==> src/rtl/booth_mul_seq.sv <==
`default_nettype none
// ============================================================================
// Module   : booth_mul_seq
// Purpose  : Sequential Booth multiplier for signed or unsigned WIDTH-bit
//            operands. It has valid/ready handshakes on both sides. It returns
//            the exact 2*WIDTH-bit product and a saturated fixed-point view of
//            that product.
// Revision : 1.0 - initial release
// ----------------------------------------------------------------------------
// Build option:
//   BOOTH_RADIX4_EN  defined   -> modified Booth radix-4. The loop runs
//                                 ceil((WIDTH+1)/2) iterations.
//                    undefined -> radix-2. The loop runs WIDTH+1 iterations.
//   Both builds give bit-identical results. Only the latency differs.
// ----------------------------------------------------------------------------
// Parameters:
//   WIDTH      operand width in bits (>=2)
//   FRAC_BITS  fractional bits per operand used for result_fx (0..WIDTH-1)
// Ports:
//   clk        in   1          clock, rising edge
//   reset      in   1          synchronous, active-high reset
//   in_valid   in   1          operands valid
//   in_ready   out  1          idle, operands can be accepted
//   in_signed  in   1          1: a,b two's complement; 0: unsigned
//   a          in   WIDTH      multiplicand
//   b          in   WIDTH      multiplier (Booth-scanned)
//   out_valid  out  1          product valid, held until accepted
//   out_ready  in   1          consumer accepts product
//   product    out  2*WIDTH    exact product a*b
//   result_fx  out  WIDTH      product >> FRAC_BITS, saturated to WIDTH bits
//   ovf        out  1          result_fx was saturated
//   busy       out  1          multiplication in progress
// ============================================================================
module booth_mul_seq #(
  parameter int WIDTH     = 8,
  parameter int FRAC_BITS = 0
) (
  input  logic                 clk,
  input  logic                 reset,
  input  logic                 in_valid,
  output logic                 in_ready,
  input  logic                 in_signed,
  input  logic [WIDTH-1:0]     a,
  input  logic [WIDTH-1:0]     b,
  output logic                 out_valid,
  input  logic                 out_ready,
  output logic [2*WIDTH-1:0]   product,
  output logic [WIDTH-1:0]     result_fx,
  output logic                 ovf,
  output logic                 busy
);

  // Operands are widened by one bit. This lets unsigned inputs go through
  // the same signed Booth datapath.
  localparam int W1 = WIDTH + 1;
`ifdef BOOTH_RADIX4_EN
  localparam int SHIFT = 2;
  localparam int ITERS = (W1 + 1) / 2;
  // One extra accumulator bit holds +-2M.
  localparam int AW    = W1 + 1;
`else
  localparam int SHIFT = 1;
  localparam int ITERS = W1;
  localparam int AW    = W1;
`endif
  // The multiplier register covers every bit the recoder scans. For radix-4
  // with an odd W1, this includes one extra sign bit.
  localparam int QW    = SHIFT * ITERS;
  localparam int FW    = AW + QW;
  localparam int CW    = $clog2(ITERS + 1);
  localparam logic [CW-1:0] ITERS_C = CW'(ITERS);

  typedef enum logic [1:0] {
    S_IDLE = 2'd0,
    S_RUN  = 2'd1,
    S_DONE = 2'd2
  } state_t;

  state_t               state_q,   state_d;
  logic [AW-1:0]        acc_q,     acc_d;     // A: high partial product
  logic [QW-1:0]        mplr_q,    mplr_d;    // Q: multiplier / low product
  logic                 q0_q,      q0_d;      // Q0: Booth history bit
  logic [AW-1:0]        mcand_q,   mcand_d;   // M: extended multiplicand
  logic                 sgn_q,     sgn_d;
  logic [CW-1:0]        cnt_q,     cnt_d;
  logic [2*WIDTH-1:0]   product_q, product_d;
  logic [WIDTH-1:0]     fx_q,      fx_d;
  logic                 ovf_q,     ovf_d;

  // --------------------------------------------------------------------------
  // Booth iteration datapath
  // --------------------------------------------------------------------------
  logic [AW-1:0]        addend_w;
  logic [AW-1:0]        acc_sum_w;
  logic [FW:0]          shifted_w;

  always_comb begin
    addend_w = '0;
`ifdef BOOTH_RADIX4_EN
    case ({mplr_q[1:0], q0_q})
      3'b001, 3'b010: addend_w = mcand_q;
      3'b011:         addend_w = mcand_q << 1;
      3'b100:         addend_w = '0 - (mcand_q << 1);
      3'b101, 3'b110: addend_w = '0 - mcand_q;
      default:        addend_w = '0;
    endcase
`else
    case ({mplr_q[0], q0_q})
      2'b01:   addend_w = mcand_q;
      2'b10:   addend_w = '0 - mcand_q;
      default: addend_w = '0;
    endcase
`endif
  end

  assign acc_sum_w = acc_q + addend_w;
  // Arithmetic shift of the whole {A,Q,Q0} chain
  assign shifted_w = $signed({acc_sum_w, mplr_q, q0_q}) >>> SHIFT;

  // --------------------------------------------------------------------------
  // Fixed-point view of the finished product
  // --------------------------------------------------------------------------
  // {A,Q} is a signed FW-bit value that is exact in both modes. Unsigned
  // products are non-negative, so an arithmetic shift gives the floor there too.
  logic [FW-1:0]        full_w;
  logic [FW-1:0]        fx_sh_w;
  logic [FW-WIDTH:0]    hi_w;
  logic [WIDTH-1:0]     fx_w;
  logic                 ovf_w;

  assign full_w  = {acc_q, mplr_q};
  assign fx_sh_w = $signed(full_w) >>> FRAC_BITS;
  assign hi_w    = fx_sh_w[FW-1:WIDTH-1];

  always_comb begin
    fx_w  = fx_sh_w[WIDTH-1:0];
    ovf_w = 1'b0;
    if (sgn_q) begin
      // The value fits only when all bits above the WIDTH-bit sign bit match it.
      if (!((&hi_w) || !(|hi_w))) begin
        ovf_w = 1'b1;
        fx_w  = fx_sh_w[FW-1] ? {1'b1, {(WIDTH-1){1'b0}}}
                              : {1'b0, {(WIDTH-1){1'b1}}};
      end
    end else begin
      if (|fx_sh_w[FW-1:WIDTH]) begin
        ovf_w = 1'b1;
        fx_w  = '1;
      end
    end
  end

  // --------------------------------------------------------------------------
  // Control: next state and datapath loads
  // --------------------------------------------------------------------------
  always_comb begin
    state_d   = state_q;
    acc_d     = acc_q;
    mplr_d    = mplr_q;
    q0_d      = q0_q;
    mcand_d   = mcand_q;
    sgn_d     = sgn_q;
    cnt_d     = cnt_q;
    product_d = product_q;
    fx_d      = fx_q;
    ovf_d     = ovf_q;

    case (state_q)
      S_IDLE: begin
        if (in_valid) begin
          state_d = S_RUN;
          sgn_d   = in_signed;
          mcand_d = {{(AW-WIDTH){in_signed & a[WIDTH-1]}}, a};
          mplr_d  = {{(QW-WIDTH){in_signed & b[WIDTH-1]}}, b};
          acc_d   = '0;
          q0_d    = 1'b0;
          cnt_d   = ITERS_C;
        end
      end
      S_RUN: begin
        if (cnt_q != '0) begin
          acc_d  = shifted_w[FW:QW+1];
          mplr_d = shifted_w[QW:1];
          q0_d   = shifted_w[0];
          cnt_d  = cnt_q - CW'(1);
        end else begin
          // Results are registered one cycle after the last iteration.
          // This keeps the saturation logic off the adder path.
          state_d   = S_DONE;
          product_d = full_w[2*WIDTH-1:0];
          fx_d      = fx_w;
          ovf_d     = ovf_w;
        end
      end
      S_DONE: begin
        if (out_ready) begin
          state_d = S_IDLE;
        end
      end
      default: begin
        state_d = S_IDLE;
      end
    endcase
  end

  always_ff @(posedge clk) begin
    if (reset) begin
      state_q   <= S_IDLE;
      acc_q     <= '0;
      mplr_q    <= '0;
      q0_q      <= 1'b0;
      mcand_q   <= '0;
      sgn_q     <= 1'b0;
      cnt_q     <= '0;
      product_q <= '0;
      fx_q      <= '0;
      ovf_q     <= 1'b0;
    end else begin
      state_q   <= state_d;
      acc_q     <= acc_d;
      mplr_q    <= mplr_d;
      q0_q      <= q0_d;
      mcand_q   <= mcand_d;
      sgn_q     <= sgn_d;
      cnt_q     <= cnt_d;
      product_q <= product_d;
      fx_q      <= fx_d;
      ovf_q     <= ovf_d;
    end
  end

  assign in_ready  = (state_q == S_IDLE);
  assign busy      = (state_q == S_RUN);
  assign out_valid = (state_q == S_DONE);
  assign product   = product_q;
  assign result_fx = fx_q;
  assign ovf       = ovf_q;

endmodule
`default_nettype wire

==> config.mk <==
export PLATFORM = sky130hd
export DESIGN_NAME = booth_mul_seq
export DESIGN_NICKNAME = d
export VERILOG_FILES = /design/src/rtl/booth_mul_seq.sv
export SDC_FILE = /design/constraint.sdc
export NUM_CORES = 1
export LEC_CHECK = 0
export ABC_AREA = 1
export CAP_MARGIN = 10
export CORE_AREA = 5 5 104 87
export DETAILED_ROUTE_END_ITERATION = 16
export DIE_AREA = 0 0 109 92
export GPL_ROUTABILITY_DRIVEN = 0
export GPL_TIMING_DRIVEN = 0
export PLACE_DENSITY = 0.68
export SLEW_MARGIN = 0
export SYNTH_ARGS = -nofsm -noshare
export SYNTH_HDL_FRONTEND = slang
export SYNTH_SLANG_ARGS = --single-unit
export TNS_END_PERCENT = 20
==> constraint.sdc <==
create_clock -name clk -period 2.9 [get_ports clk]
set_input_delay 0.29 -clock clk [delete_from_list [all_inputs] [get_ports clk]]
set_output_delay 0.29 -clock clk [all_outputs]
set_load 0.03 [all_outputs]
==> results.yml, run 1 <==
place:
  port_buffers: 47
  place_hpwl_um: 6610
  dp_cells: 583
yosys:
  synth_top_cells_by_area: "dfxtp_1 (38%), nand2_1 (8.7%), o21ai_0 (7.3%)"
  yosys.area_share.xor_xnor_pct: 1.43
  synth_seq_cells: 59
  synth_edf_count: 0
  async_reset_ff_share_pct: 0
  syn_area_sq_mm: 0.00307
  netlist_instances: 428
  synth_ff_type: "dfxtp_1"
  synth_top_area_share_pct: 38.5
  yosys-mux-area-fraction_pct: 0
  synth_cell_types: 37
  syn_avg_cell_area_sq_um: 7.17
  yosys_warnings: 0
  synth_top_area_cell: "dfxtp_1"
  synth-simple-area-share_pct: 22.9
  synth_top_family_by_area: "simple AND/OR/NAND/NOR gates"
  synth_compound_area_share_pct: 22.0
  synthAdderAreaFrac_pct: 5.95
  syn_nets: 463
  yosysSeqAreaShare_pct: 38.5
sta:
  hold_viol_final: 0
  slew_violations: 0
  tightest_slew_ns: 0.619
  hold-worst-slack_ns: 0.378
  fmax_mhz: 370
  layout_min_cycle_time_ns: 2.70
  post-route-period-util_pct: 93.2
  finalClockSkew_ns: 0.00521
  max_slew_margin_pct: 58.8
  setup_viol: 0
  grt_setup_unrepaired: "false"
  fin_tns_setup_ns: 0
outcome:
  status: "finished clean"
layout:
  mostFrequentLayoutCell: "nand2_1"
  final.fill_count: 790
  insertedDiodeCount: 0
  syn2layout_area_growth_pct: 27.0
  instances_no_fill: 597
  drive_gt1_share_pct: 9.20
  num-nets-final: 519
  layout_common_cells: "nand2_1 (71), dfxtp_1 (58), nor2_1 (48)"
global_route:
  grt_start_max_net_pins: 11
  antenna_found_initial: 0
  grt_pass1_vias: 3177
  grt_pass1_wl_um: 14700
  track_usage_pct: 18.4
  grt_overflow: 0
drt:
  drtIter0Drc: 221
  remaining_drc_errors: 0
  vias: 3052
  drt_first_pass_iters: 4
  wirelength_um: 8710
  routedWlPerCell_um: 14.6
  ant_nets: 0
  viasPerCell: 5.11
setup_path:
  crit_path_max_fanout: 7
  reg2reg_to: "acc_q[5]"
  startpoint: "q0_q"
  timing.reg2reg.worst_path_depth: 13
  worstSetupStartpointType: "flop"
  rr_startpoint: "q0_q"
  rrSetupSlack_ns: 0.20
  crit_required_ns: 3.16
  critPathKind: "flop to flop"
  endpoint: "acc_q[5]"
  critical_path_arrival_ns: 2.97
  cp-end-kind: "flop"
clocking:
  clk_latency_ns: 0.34
  cts-buffers-inserted: 9
  cts_root_buf: "clkbuf_8"
  cts_tree: "built"
  clock_sinks: 59
  htreeDepth: 3
  post_cts_buffers: 0
  cts_buffer_depth: 2
  path_clk_slew_ns: 0.07
min_path:
  hold_class: "primary input to flop"
pwr:
  p_per_area_mw_per_mm2: 639
  peakVddDrop_mv: 0.311
  p_leak_nw: 1.56
  fin_total_pwr_mw: 2.49
floorplan:
  die_area_sq_mm: 0.0100
  design.portCount: 49
  start_util_pct: 39.3
  die_h_um: 92
  fp-row-count: 29
  die_width_um: 109
  coreArea_sq_mm: 0.00780
flow_run:
  max_cap_violations: 0
## how the worst min path moves through the flow
stage / start / to / slack, ns / cells after the start
CTS: reset / product[2] / 0.37 / 2
global route: reset / product[2] / 0.40 / 2
global placement: mplr_q[7] / mplr_q[6] / 0.47 / 2
detailed placement: ovf / ovf / 0.47 / 2
finish: reset / product[2] / 0.38 / 2
floorplan: in_signed / mcand_q[8] / 0.45 / 2
## cell type report
| class | instances | area [sq um] | share of cell area (%) |
|---|---|---|---|
| buffer | 16 | 82.6 | 2.12 |
| clock inverter | 5 | 77.6 | 1.99 |
| multi-input combinational | 300 | 1620 | 41.7 |
| sequential | 59 | 1180 | 30.3 |
| inverter | 51 | 194 | 4.98 |
| tap | 108 | 135 | 3.47 |
| clock buffer | 11 | 131 | 3.37 |
| timing repair buffer | 47 | 470 | 12.1 |
## sequential cells by signal (all words and copies together) (netlist names)
register / flops
acc_q: 8
cnt_q: 4
mcand_q: 9
mplr_q: 9
ovf: 1
product: 16
q0_q: 1
result_fx: 8
sgn_q: 1
state_q: 2
## cell usage after synthesis, types with 2 or more instances
library cell / n
nor4_1: 2
a211oi_1: 11
nand2_2: 3
ha_1: 13
nor3_1: 3
o21ai_1: 10
o22ai_1: 2
nor2_4: 2
dfxtp_1: 59
nand4_1: 5
o211ai_1: 2
buf_2: 3
o21ai_0: 45
inv_2: 8
nand3_1: 14
a21oi_1: 40
xor2_1: 4
nand3b_1: 3
clkbuf_1: 10
nor2_1: 48
buf_4: 3
nand2_1: 71
a31oi_1: 12
inv_1: 42
## worst max-delay path, stage by stage, from the launching register on
cell and delay [ns]:
dfxtp_1 0.35, inv_1 0.07, ha_2 0.25, inv_1 0.10, a211oi_2 0.29, ha_1 0.23
inv_1 0.06, fa_1 0.39, nand3b_1 0.20, nand3_1 0.14, a21oi_1 0.10, xor2_1 0.14
nand3b_1 0.15, a21oi_1 0.15
## report_power, final
| group | total (mW) | internal (mW) | switching, mW |
|---|---|---|---|
| Sequential | 0.967 | 0.900 | 0.0677 |
| Combinational | 0.708 | 0.261 | 0.446 |
| Clock | 0.815 | 0.481 | 0.334 |
| Total | 2.49 | 1.64 | 0.848 |
## per-stage QoR
step	area, sq um	util (%)	worst slack, ns
2_1_floorplan	3070	-	0.401
3_3_place_gp	3670	47.1	-0.0110
3_5_place_dp	3670	47.1	-0.135
4_1_cts	3880	49.8	0.0417
5_1_grt	3900	50.0	0.0227
6_report	3900	50.0	0.198
## per-layer routing
layer | GRT usage, % | up-vias | wire [um] | share of wire, %
met5 | 0 | - | 0 | 0
li1 | - | 1548 | - | -
met1 | 23.4 | 1407 | 4050 | 46
met2 | 29.8 | 84 | 4040 | 46
met3 | 5.27 | 13 | 503 | 5.8
met4 | 6.31 | 0 | 128 | 1.5
## kinds of logic after synthesis
| logic type | Yosys count |
|---|---|
| DFF | 59 |
| and+or+nand+nor | 157 |
| adders and majority gates | 14 |
| buffers and inverters | 69 |
| AOI/OAI and AO/OA | 124 |
| xor gates and xnor gates | 5 |
## repair_timing
| action | 4_1_cts | 5_1_grt |
|---|---|---|
| gates cloned | 0 | 0 |
| endpoints found under the setup margin | 2 | 2 |
| gates resized for setup | 1 | 5 |
| hold buffers | 0 | 0 |
(Power assumes the default switching activity.)
==> run 2, diff against run 1 <==
--- a/config.mk
+++ b/config.mk
@@ -13,6 +13,7 @@
 export GPL_ROUTABILITY_DRIVEN = 0
 export GPL_TIMING_DRIVEN = 0
 export PLACE_DENSITY = 0.68
+export RECOVER_POWER = 50
 export SLEW_MARGIN = 0
 export SYNTH_ARGS = -nofsm -noshare
 export SYNTH_HDL_FRONTEND = slang
==> run 2 against run 1 <==
  * Die area unchanged
  * Clock power about the same
  * Combinational power decreased by 2%
  * Non-clock buffer count unchanged
  * Final cell count unchanged
  * Largest cell class unchanged
  * Largest power group unchanged
  * Sequential power about the same
  * Worst setup slack got worse by 0.0058 ns
  * Maximum frequency decreased by 0.21%
  * Routed wire length increased by 0.18%
==> results.yml, run 2 (same netlist as run 1, synthesis figures left out) <==
setup_path:
  crit_required_ns: 3.17
  crit_top_cell: "inv_1"
  rr_startpoint: "q0_q"
  critical_path_arrival_ns: 2.97
  crit_slowest_cell: "fa_1"
  critPathKind: "flop to flop"
  slowest_delay_ns: 0.39
  worstSetupStartpointType: "flop"
  cp-end-kind: "flop"
  critical_path.cell_chain: "inv_1 -> ha_2 -> inv_1 -> a211oi_2 -> ha_1 -> inv_1 -> fa_1 -> nand3b_1 -> nand3_1 -> a21oi_1 -> xor2_1 -> nand3b_1 -> a21oi_1"
  startpoint: "q0_q"
  crit_path_max_fanout: 7
clocking:
  cts_tree: "built"
  cts-hold-fix-buffers: 0
  cts-buffers-inserted: 9
  cts_buffer_depth: 2
  htreeDepth: 3
  path_clk_slew_ns: 0.07
  post_cts_buffers: 0
  cts_root_buf: "clkbuf_8"
  clock_sinks: 59
  clk_latency_ns: 0.34
global_route:
  grt_overflow: 0
  antenna_found_initial: 0
  grt_pass1_vias: 3177
  track_usage_pct: 18.4
  grt_pass1_wl_um: 14700
  grt_start_max_net_pins: 11
sta:
  setup_viol: 0
  tightest_slew_ns: 0.623
  grt_setup_unrepaired: "false"
  fmax_mhz: 369
  layout_min_cycle_time_ns: 2.71
  fin_tns_setup_ns: 0
  slew_violations: 0
  post-route-period-util_pct: 93.4
  finalWorstSetupSlack_ns: 0.192
  hold-worst-slack_ns: 0.378
  finalClockSkew_ns: 0.00545
  max_slew_margin_pct: 58.4
  hold_viol_final: 0
drt:
  drtIter0Drc: 221
  ant_nets: 0
  routedWlPerCell_um: 14.6
  remaining_drc_errors: 0
  drt_first_pass_iters: 5
  wirelength_um: 8730
  viasPerCell: 5.18
  vias: 3090
floorplan:
  coreArea_sq_mm: 0.00780
  die_area_sq_mm: 0.0100
  die_h_um: 92
  die_width_um: 109
  start_util_pct: 39.3
  fp-row-count: 29
  design.portCount: 49
layout:
  largest_reg_flops: 16
  layout_common_cells: "nand2_1 (72), dfxtp_1 (58), nor2_1 (49)"
  insertedDiodeCount: 0
  syn2layout_area_growth_pct: 26.6
  fin_area_sq_mm: 0.00389
  mostFrequentLayoutCell: "nand2_1"
  drive_gt1_share_pct: 7.77
  final_core_util_pct: 49.8
  num-nets-final: 519
place:
  post-place-ws_ns: -0.135
  place_area_sq_mm: 0.00367
  port_buffers: 47
  place_hpwl_um: 6610
pwr:
  p_clk_share_pct: 32.9
  pwr-share-comb_pct: 28.1
  netSwitchingFraction_pct: 34.2
  peakVddDrop_mv: 0.308
  p_leak_nw: 1.59
  sequentialPowerShare_pct: 39.0
  netSwitchingPower_mw: 0.846
  p_per_area_mw_per_mm2: 637
  p_int_mw: 1.63
outcome:
  status: "finished clean"
min_path:
  hold_class: "primary input to flop"
  hold_path_startpoint: "reset"
flow_run:
  max_cap_violations: 0
[run 2: changes by cell type in the layout (fill, tap and decap cells not counted), sizes merged]
cell           delta
clkdlybuf4s50    -15
dlygate4sd3      +15
buf               -3
clkbuf            +3
[run 2: critical path: cells and delay by family, from the launching register on]
family / cells / cell delay, ns
adder cells (fa/ha/maj): 3 / 0.87
AO/OA/AOI/OAI: 3 / 0.54
AND/OR/NAND/NOR: 3 / 0.49
flip-flops: 1 / 0.35
buffers and inverters: 3 / 0.24
XOR/XNOR: 1 / 0.14
[run 2: power groups by stage]
stage | registers, mW | logic [mW] | clock network [mW]
after global placement | 0.981 | 0.678 | 0
after global routing | 0.977 | 0.772 | 0.854
after CTS | 0.966 | 0.698 | 0.820
after floorplan | 1.05 | 0.392 | 0
after detailed placement | 0.984 | 0.692 | 0
final | 0.966 | 0.696 | 0.814
[run 2: stage by stage]
stage	instances	power (mW)
2_1_floorplan	428	1.44
6_report	597	2.48
3_3_place_gp	583	1.66
3_5_place_dp	583	1.68
4_1_cts	597	2.48
5_1_grt	597	2.60
[run 2: cell type report]
| class | count | area, sq um |
|---|---|---|
| fill | 795 | 3920 |
| buffer | 16 | 76.3 |
| clock buffer | 11 | 131 |
| tap | 108 | 135 |
| timing repair buffer | 47 | 470 |
| multi-input combinational | 300 | 1620 |
| sequential | 59 | 1180 |
| inverter | 51 | 194 |
| clock inverter | 5 | 77.6 |
[run 2: what timing repair did]
| item | CTS | global route |
|---|---|---|
| hold endpoints to repair | 0 | 0 |
| resized for setup | 1 | 5 |
| endpoints found under the setup margin | 2 | 2 |
[run 2: routing by layer]
layer,vias up,track usage [%],wire length (um)
met4,0,6.31,127
met5,-,0,0
met1,1424,23.4,4030
li1,1549,-,-
met3,15,5.27,607
met2,102,29.8,3970
[run 2: worst paths after layout]
kind / depth (start not counted) / slack, ns / endpoint
max: 13 / 0.19 / acc_q[5]
min reg2reg: 2 / 0.48 / mplr_q[6]
min: 2 / 0.38 / product[2]
max reg2reg: 13 / 0.19 / acc_q[5]
